## config.mk

```make
export PLATFORM = sky130hd
export DESIGN_NAME = apb_timer
export DESIGN_NICKNAME = d
export VERILOG_FILES = /design/src/rtl/apb_timer.sv
export SDC_FILE = /design/constraint.sdc
export NUM_CORES = 1
export LEC_CHECK = 0
export BUFFER_PORTS_ARGS = -buffer_cell sky130_fd_sc_hd__buf_2
export CELL_PAD_IN_SITES_DETAIL_PLACEMENT = 2
export CELL_PAD_IN_SITES_GLOBAL_PLACEMENT = 2
export CORE_MARGIN = 1
export CORE_UTILIZATION = 25
export DETAILED_ROUTE_END_ITERATION = 8
export GPL_TIMING_DRIVEN = 0
export PLACE_DENSITY_LB_ADDON = 0.1
export SLEW_MARGIN = 5
export SYNTH_ARGS = -nofsm -noshare
export SYNTH_HDL_FRONTEND = slang
export SYNTH_SLANG_ARGS = --single-unit
```

## constraint.sdc

```tcl
create_clock -name clk -period 3 [get_ports clk]
set_input_delay 0.3 -clock clk [delete_from_list [all_inputs] [get_ports clk]]
set_output_delay 0.3 -clock clk [all_outputs]
set_load 0.01 [all_outputs]
```

## src/rtl/apb_timer.sv

```systemverilog
// APB programmable down-counter timer with prescaler, auto-reload / one-shot
// modes and a level interrupt. APB slave inserts exactly one wait state.
module apb_timer #(
    parameter int AW = 32,
    parameter int DW = 32
) (
    input  logic          clk,
    input  logic          rst,
    input  logic          psel,
    input  logic          penable,
    input  logic          pwrite,
    input  logic [AW-1:0] paddr,
    input  logic [DW-1:0] pwdata,
    output logic [DW-1:0] prdata,
    output logic          pready,
    output logic          pslverr,
    output logic          irq
);

    // Word index of each register (paddr[4:2]); indices 5..7 are error slots.
    localparam logic [2:0] IDX_CTRL     = 3'd0;
    localparam logic [2:0] IDX_PRESCALE = 3'd1;
    localparam logic [2:0] IDX_LOAD     = 3'd2;
    localparam logic [2:0] IDX_COUNT    = 3'd3;
    localparam logic [2:0] IDX_STATUS   = 3'd4;

    // Programmer-visible state
    logic          r_en;
    logic          r_auto_reload;
    logic          r_irq_en;
    logic [15:0]   r_prescale;
    logic [DW-1:0] r_load;
    logic [DW-1:0] r_count;
    logic          r_expired;
    logic [15:0]   r_pcnt;

    // APB response registers
    logic          r_pready;
    logic          r_pslverr;
    logic [DW-1:0] r_prdata;

    // Decode and handshake
    logic [2:0]    w_idx;
    logic          w_err;
    logic          w_access;
    logic          w_raise;
    logic          w_commit;
    logic          w_wr_ctrl;
    logic          w_wr_prescale;
    logic          w_wr_load;
    logic          w_wr_count;
    logic          w_wr_status;
    logic [DW-1:0] w_rdata;

    // Timer events
    logic          w_tick;
    logic          w_expire;

    // Address bits outside [4:2] are deliberately ignored.
    logic          w_unused_addr;
    assign w_unused_addr = ^{paddr[AW-1:5], paddr[1:0]};

    assign w_idx    = paddr[4:2];
    assign w_err    = (w_idx > IDX_STATUS);
    assign w_access = psel & penable;
    // First access-phase cycle: the edge ending it raises pready.
    assign w_raise  = w_access & ~r_pready;
    // Second access-phase cycle (pready high): the edge ending it commits.
    assign w_commit = w_access & r_pready & pwrite & ~w_err;

    assign w_wr_ctrl     = w_commit & (w_idx == IDX_CTRL);
    assign w_wr_prescale = w_commit & (w_idx == IDX_PRESCALE);
    assign w_wr_load     = w_commit & (w_idx == IDX_LOAD);
    assign w_wr_count    = w_commit & (w_idx == IDX_COUNT);
    assign w_wr_status   = w_commit & (w_idx == IDX_STATUS);

    assign w_tick   = r_en & (r_pcnt == r_prescale);
    assign w_expire = w_tick & (r_count == '0);

    // Read mux: selects register contents, unused bits read as zero.
    always_comb begin
        // NOTE: default first so every path assigns w_rdata and no latch is inferred.
        w_rdata = '0;
        case (w_idx)
            IDX_CTRL:     w_rdata[2:0]  = {r_irq_en, r_auto_reload, r_en};
            IDX_PRESCALE: w_rdata[15:0] = r_prescale;
            IDX_LOAD:     w_rdata       = r_load;
            IDX_COUNT:    w_rdata       = r_count;
            IDX_STATUS:   w_rdata[0]    = r_expired;
            default:      w_rdata       = '0;
        endcase
    end

    // APB response: one wait state, registered data and error.
    always_ff @(posedge clk) begin
        if (rst) begin
            // NOTE: sequential state uses non-blocking assignments so every register samples pre-edge values.
            r_pready  <= 1'b0;
            r_pslverr <= 1'b0;
            r_prdata  <= '0;
        end else begin
            r_pready  <= w_raise;
            r_pslverr <= w_raise & w_err;
            if (w_raise) begin
                r_prdata <= (pwrite | w_err) ? '0 : w_rdata;
            end
        end
    end

    // Prescaler: free-runs while enabled, restarts on reconfiguration.
    always_ff @(posedge clk) begin
        if (rst) begin
            r_pcnt <= '0;
        end else if (!r_en || w_tick || w_wr_ctrl || w_wr_prescale || w_wr_count) begin
            r_pcnt <= '0;
        end else begin
            r_pcnt <= r_pcnt + 16'd1;
        end
    end

    // Configuration registers written only by software.
    always_ff @(posedge clk) begin
        if (rst) begin
            r_auto_reload <= 1'b0;
            r_irq_en      <= 1'b0;
            r_prescale    <= '0;
            r_load        <= '0;
        end else begin
            if (w_wr_ctrl) begin
                r_auto_reload <= pwdata[1];
                r_irq_en      <= pwdata[2];
            end
            if (w_wr_prescale) begin
                r_prescale <= pwdata[15:0];
            end
            if (w_wr_load) begin
                r_load <= pwdata;
            end
        end
    end

    // Counter, enable and expiry: hardware events arbitrated against software writes.
    always_ff @(posedge clk) begin
        if (rst) begin
            r_en      <= 1'b0;
            r_count   <= '0;
            r_expired <= 1'b0;
        end else begin
            // A software COUNT write beats a same-cycle decrement or reload.
            if (w_wr_count) begin
                r_count <= pwdata;
            end else if (w_tick) begin
                if (r_count != '0) begin
                    r_count <= r_count - DW'(1);
                end else if (r_auto_reload) begin
                    r_count <= r_load;
                end
            end

            // One-shot expiry stops the timer even if software sets EN on the same edge.
            if (w_expire && !r_auto_reload) begin
                r_en <= 1'b0;
            end else if (w_wr_ctrl) begin
                r_en <= pwdata[0];
            end

            // Expiry wins over a same-cycle write-1-to-clear.
            if (w_expire) begin
                r_expired <= 1'b1;
            end else if (w_wr_status && pwdata[0]) begin
                r_expired <= 1'b0;
            end
        end
    end

    assign prdata  = r_prdata;
    assign pready  = r_pready;
    assign pslverr = r_pslverr;
    assign irq     = r_expired & r_irq_en;

endmodule
```

==> results of run 1 <==
-- cell families after synthesis --
group                      count (synthesis)
and+or+nand+nor                          286
AOI/OAI and AO/OA                        187
DFF                                      134
buffers and inverters                     62
xor gates and xnor gates                  55
muxes                                     50
adders and majority gates                  3
-- how the worst min path moves through the flow --
stage / start / to
floorplan: pwdata[0] / r_count[0]
global placement: r_load[18] / r_load[18]
detailed placement: prdata[0] / prdata[0]
CTS: pwdata[24] / r_count[24]
global route: pwdata[23] / r_count[23]
finish: pwdata[22] / r_count[22]
-- power breakdown --
group | switching [mW] | total, mW | leakage, nW | internal, mW
Clock | 0.866 | 2.22 | 0.300 | 1.35
Combinational | 0.157 | 0.219 | 1.63 | 0.0614
Sequential | 0.00262 | 1.78 | 1.08 | 1.78
Total | 1.03 | 4.22 | 3.01 | 3.19
-- flip-flops by register name, indices dropped and copies added, names as in the netlist --
register / cells
prdata: 32
r_load: 32
r_prescale: 16
r_en: 1
r_auto_reload: 1
r_irq_en: 1
r_pcnt: 16
r_count: 32
r_expired: 1
pready: 1
pslverr: 1
-- area by class of cell --
type                    instances  area (sq um)  share of cell area
multi-input cells             581          3810               0.465
flip-flops and latches        134          2680               0.328
clock buffers                  20           457              0.0558
well taps                     335           419              0.0512
repair buffers                 74           373              0.0455
plain buffers                  55           270              0.0330
clock inverters                12           153              0.0186
inverters                       7          26.3             0.00321
-- metrics by stage --
stage	cells	util
after floorplan	777	-
after CTS	1218	0.311
after global placement	1185	0.287
after detailed placement	1186	0.288
after global routing	1218	0.311
final	1218	0.311
-- layout by cell type (no fill, tap or decap), types with 15 or more instances in the layout --
cell type,Yosys,routed
dfxtp_1,134,134
nand2_1,110,110
nor2_1,89,89
buf_2,7,80
a22oi_1,52,52
a21oi_1,39,39
clkbuf_1,35,36
mux2i_1,35,35
xor2_1,31,31
a22o_1,30,30
xnor2_1,24,24
o21ai_2,19,19
nor3_1,18,17
clkbuf_16,0,17
nand3_1,15,15
-- layer usage --
metal / share of wire / up-vias
met5: 0 / -
met3: 0.024 / 29
met1: 0.49 / 3227
met2: 0.46 / 98
li1: - / 2983
met4: 0.023 / 0
-- worst min-delay path, cell delays in order --
cell and delay, ns:
buf_2 0.09, a22oi_1 0.07, o21ai_2 0.05
==> impl_metrics.py, run 1 <==
metrics = {
    "run_status": {
        "status": "finished with violations",
        "failed_checks": "DRC",
    },
    "synthesis": {
        "synth_area_sq_um": 6770,
        "async_flop_share": 0,
        "synthSimpleGateAreaFrac": 0.203,
        "synth_warnings": 0,
        "yosysMostFrequentCell": "dfxtp_1",
        "synthAdderAreaFrac": 0.00554,
        "synth_cells": 777,
        "syn_nets": 849,
        "synth-seq-cells": 134,
        "synthMuxAreaShare": 0.0800,
        "synth_compound_area_frac": 0.200,
        "synth_cell_type_count": 60,
        "synth_commonest_cells": "dfxtp_1 (134), nand2_1 (110), nor2_1 (89)",
        "synth_xor_area_frac": 0.0711,
        "synth-edff-count": 0,
        "synth_area_leaders": "dfxtp_1 (40%), nand2_1 (6.1%), a22oi_1 (5.8%), mux2i_1 (5.2%), nor2_1 (4.9%)",
        "synth_top_family_by_area": "simple AND/OR/NAND/NOR gates",
        "synth_area_leader_cell": "dfxtp_1",
        "synth_flop_cell": "dfxtp_1",
        "synth.avg_cell_area_sq_um": 8.72,
        "synth_seq_area_share": 0.396,
        "synth_top_area_frac": 0.396,
    },
    "global_route": {
        "met2_usage": 0.332,
        "grt_pass1_wl_mm": 42.2,
        "grt_antenna_before_repair": 0,
        "grt-busiest-layer": "met2",
        "met1_usage": 0.267,
        "gr-total-overflow": 0,
        "grt_max_degree": 17,
        "track_usage": 0.201,
        "met3_usage": 0.0264,
        "grt_pass1_vias": 7073,
    },
    "floorplan": {
        "ios": 104,
        "core_area_sq_um": 26400,
        "initial_utilization": 0.257,
        "fp-row-count": 59,
        "die_x_um": 167,
        "dieArea_sq_um": 27800,
        "die_y_um": 167,
    },
    "placement": {
        "dp_hpwl_mm": 20.5,
        "place_area_sq_um": 7580,
        "dp_slack_ns": 0.156,
        "gp_congestion": 0.767,
        "portBuffers": 73,
    },
    "sta": {
        "setup_tns_ns": 0,
        "timing.hold.ws_ns": 0.121,
        "rsz0062_at_grt": "no",
        "worstMarginPinSlew_ns": 1.06,
        "maxSlewViolCount": 0,
        "fin_worst_skew_ns": 0.0104,
        "layout_min_cycle_time_ns": 2.87,
        "fin_ws_ns": 0.133,
        "setup_viol": 0,
        "post-route-period-util": 0.956,
        "final_hold_viol_count": 0,
        "relSlewSlack": 0.291,
        "fmax_mhz": 349,
    },
    "route": {
        "viasPerCell": 5.20,
        "ant_nets": 0,
        "drtIter0Drc": 246,
        "drt-total-wl_mm": 27.0,
        "drtPass1Iterations": 6,
        "vias": 6337,
        "wire_per_inst_um": 22.1,
        "drc_errors": 8,
    },
    "setup_path": {
        "worst-setup-path-type": "reg2reg",
        "worstSetupEndpoint": "r_count[25]",
        "critPathLaunchType": "flop",
        "ff2ff_setup_slack_ns": 0.13,
        "cp_cell_sequence": "xnor2_1 -> nand4_1 -> nor4_2 -> nand2_1 -> a311oi_1 -> a21boi_0",
        "cp.depth": 6,
        "slowest_delay_ns": 0.84,
        "endpoint_kind": "flop",
        "crit_fanout": 6,
        "r2r-end": "r_count[25]",
        "cp_top_family": "simple AND/OR/NAND/NOR gates",
        "cp.arrival_ns": 3.11,
        "worstPathRequired_ns": 3.25,
        "crit_path_start": "r_pcnt[10]",
        "rr_startpoint": "r_pcnt[10]",
        "path_buf_inv": 0,
        "critPathSlowestCell": "a311oi_1",
        "rr_worst_depth": 6,
    },
    "power_and_ir_drop": {
        "power.density_nw_per_um2": 516,
        "peakVddDrop_mv": 0.292,
        "p_leak_nw": 3.01,
        "design_power_total_mw": 4.22,
    },
    "final_layout": {
        "n_antenna_cell": 0,
        "nets": 942,
        "area.growth.synth_to_final_pct": 20.9,
        "final_area_sq_um": 8190,
        "fillers": 3032,
        "drive_gt1_frac": 0.197,
    },
    "min_path": {
        "hold_depth": 3,
        "min_path_type": "in2reg",
    },
    "clocking": {
        "clock_latency_ns": 0.42,
        "cts_tree": "yes",
        "cts.sinks": 134,
        "cts_buffer_depth": 2,
        "cts-root-buf": "clkbuf_16",
        "post_cts_buffers": 0,
        "h-tree-depth": 4,
        "cts_resized": 0,
        "cts_made_buffers": 17,
        "cts.reportedPaths.clkPinSlew_ns": 0.06,
        "cts-hold-fix-buffers": 0,
    },
    "flow_run": {
        "maxCapViolations": 0,
    },
}
Power figures use the tool's default switching activity.
==> run 2: changes to the inputs <==
--- a/config.mk
+++ b/config.mk
@@ -12,6 +12,7 @@
 export CORE_UTILIZATION = 25
 export DETAILED_ROUTE_END_ITERATION = 8
 export GPL_TIMING_DRIVEN = 0
+export MAX_ROUTING_LAYER = met4
 export PLACE_DENSITY_LB_ADDON = 0.1
 export SLEW_MARGIN = 5
 export SYNTH_ARGS = -nofsm -noshare
==> constraint.sdc (replaced) <==
create_clock -name clk -period 3 [get_ports clk]
set_input_delay 0.45 -clock clk [delete_from_list [all_inputs] [get_ports clk]]
set_output_delay 0.45 -clock clk [all_outputs]
set_load 0.01 [all_outputs]
==> impl_metrics.py, run 2 (synthesized netlist as in run 1, its figures left out) <==
metrics = {
    "placement": {
        "portBuffers": 73,
        "dp_slack_ns": 0.0284,
        "gp_congestion": 0.777,
        "dp_hpwl_mm": 20.5,
    },
    "clocking": {
        "clock_latency_ns": 0.42,
        "h-tree-depth": 4,
        "cts.sinks": 134,
        "cts.reportedPaths.clkPinSlew_ns": 0.07,
        "cts_made_buffers": 17,
        "post_cts_buffers": 0,
        "cts_resized": 0,
        "cts_tree": "yes",
        "cts_buffer_depth": 2,
        "cts-hold-fix-buffers": 0,
        "cts-root-buf": "clkbuf_16",
    },
    "route": {
        "drc_errors": 16,
        "viasPerCell": 5.19,
        "drtPass1Iterations": 6,
        "wire_per_inst_um": 22.2,
        "ant_nets": 0,
        "drt-total-wl_mm": 27.0,
        "drtIter0Drc": 227,
        "vias": 6327,
    },
    "setup_path": {
        "crit_fanout": 6,
        "path_buf_inv": 0,
        "slowest_delay_ns": 0.84,
        "endpoint_kind": "flop",
        "cp.arrival_ns": 3.12,
        "worst-setup-path-type": "reg2reg",
        "critPathSlowestCell": "a311oi_1",
        "crit_path_start": "r_pcnt[10]",
        "rr_startpoint": "r_pcnt[10]",
        "cp_top_family": "simple AND/OR/NAND/NOR gates",
        "critPathLaunchType": "flop",
        "cp_cell_sequence": "xnor2_1 -> nand4_1 -> nor4_2 -> nand2_1 -> a311oi_1 -> a21boi_0",
        "worstPathRequired_ns": 3.24,
    },
    "global_route": {
        "track_usage": 0.207,
        "grt_pass1_vias": 7068,
        "gr-total-overflow": 0,
        "grt_antenna_before_repair": 0,
        "grt_max_degree": 17,
        "grt_pass1_wl_mm": 42.2,
    },
    "final_layout": {
        "drive_gt1_frac": 0.197,
        "mostFrequentLayoutCells": "dfxtp_1 (134), nand2_1 (110), nor2_1 (89)",
        "nets": 942,
        "area.growth.synth_to_final_pct": 20.9,
        "final_common_cell": "dfxtp_1",
    },
    "min_path": {
        "min_path_type": "in2reg",
        "hp-start": "pwdata[22]",
    },
    "sta": {
        "rsz0062_at_grt": "no",
        "layout_min_cycle_time_ns": 2.87,
        "fin_worst_skew_ns": 0.0120,
        "worstMarginPinSlew_ns": 1.06,
        "relSlewSlack": 0.291,
        "timing.hold.ws_ns": 0.270,
        "maxSlewViolCount": 0,
        "fmax_mhz": 348,
        "setup_viol": 0,
        "fin_ws_ns": 0.129,
        "post-route-period-util": 0.957,
        "final_hold_viol_count": 0,
    },
    "floorplan": {
        "core_area_sq_um": 26400,
        "die_x_um": 167,
        "ios": 104,
        "dieArea_sq_um": 27800,
        "fp-row-count": 59,
        "die_y_um": 167,
        "initial_utilization": 0.257,
    },
    "power_and_ir_drop": {
        "design_power_total_mw": 4.22,
        "peakVddDrop_mv": 0.291,
        "power.density_nw_per_um2": 515,
        "p_leak_nw": 3.01,
    },
    "flow_run": {
        "maxCapViolations": 0,
    },
    "run_status": {
        "status": "finished with violations",
        "failed_checks": "DRC",
    },
}
-- run 2: worst reg2reg max path: stages (launching register included) --
cell	delay, ns
dfxtp_1	0.36
xnor2_1	0.27
nand4_1	0.18
nor4_2	0.71
nand2_1	0.16
a311oi_1	0.84
a21boi_0	0.18
-- run 2: worst paths after layout --
| path | to | slack (ns) | cells past startpoint |
|---|---|---|---|
| hold reg to reg | prdata[0] | 0.46 | 2 |
| setup reg to reg | r_count[25] | 0.13 | 6 |
| setup / recovery | r_count[25] | 0.13 | 6 |
| hold / removal | r_count[22] | 0.27 | 3 |
-- run 2: power breakdown --
group / internal (mW) / switching, mW / leakage (nW) / total [mW]
combinational: 0.0614 / 0.157 / 1.63 / 0.219
sequential: 1.78 / 0.00263 / 1.08 / 1.78
clock: 1.35 / 0.865 / 0.300 / 2.22
total: 3.19 / 1.03 / 3.01 / 4.22
-- run 2: routing by layer --
metal	vias up	GRT usage	part of all wire	wire length (um)
met5	-	-	0	0
met4	0	0.0700	0.021	571
met3	28	0.0273	0.029	777
met2	107	0.333	0.46	12600
met1	3212	0.266	0.49	13100
li1	2980	-	-	-
-- run 2: cell type report --
| class | instances | area, sq um |
|---|---|---|
| tap | 335 | 419 |
| sequential | 134 | 2680 |
| clock inverter | 12 | 153 |
| antenna | 1 | 2.50 |
| fill | 3032 | 18200 |
| clock buffer | 20 | 457 |
| timing repair buffer | 74 | 373 |
| multi-input combinational | 581 | 3810 |
| buffer | 55 | 270 |
| inverter | 7 | 26.3 |
-- run 2: metrics by stage --
step	setup TNS (ns)	cells	cell area [sq um]	utilization
after floorplan	0	777	6770	-
after global placement	-4.62	1185	7560	0.287
after detailed placement	0	1186	7580	0.288
after CTS	0	1218	8190	0.311
after global routing	0	1218	8190	0.311
final	0	1219	8190	0.311
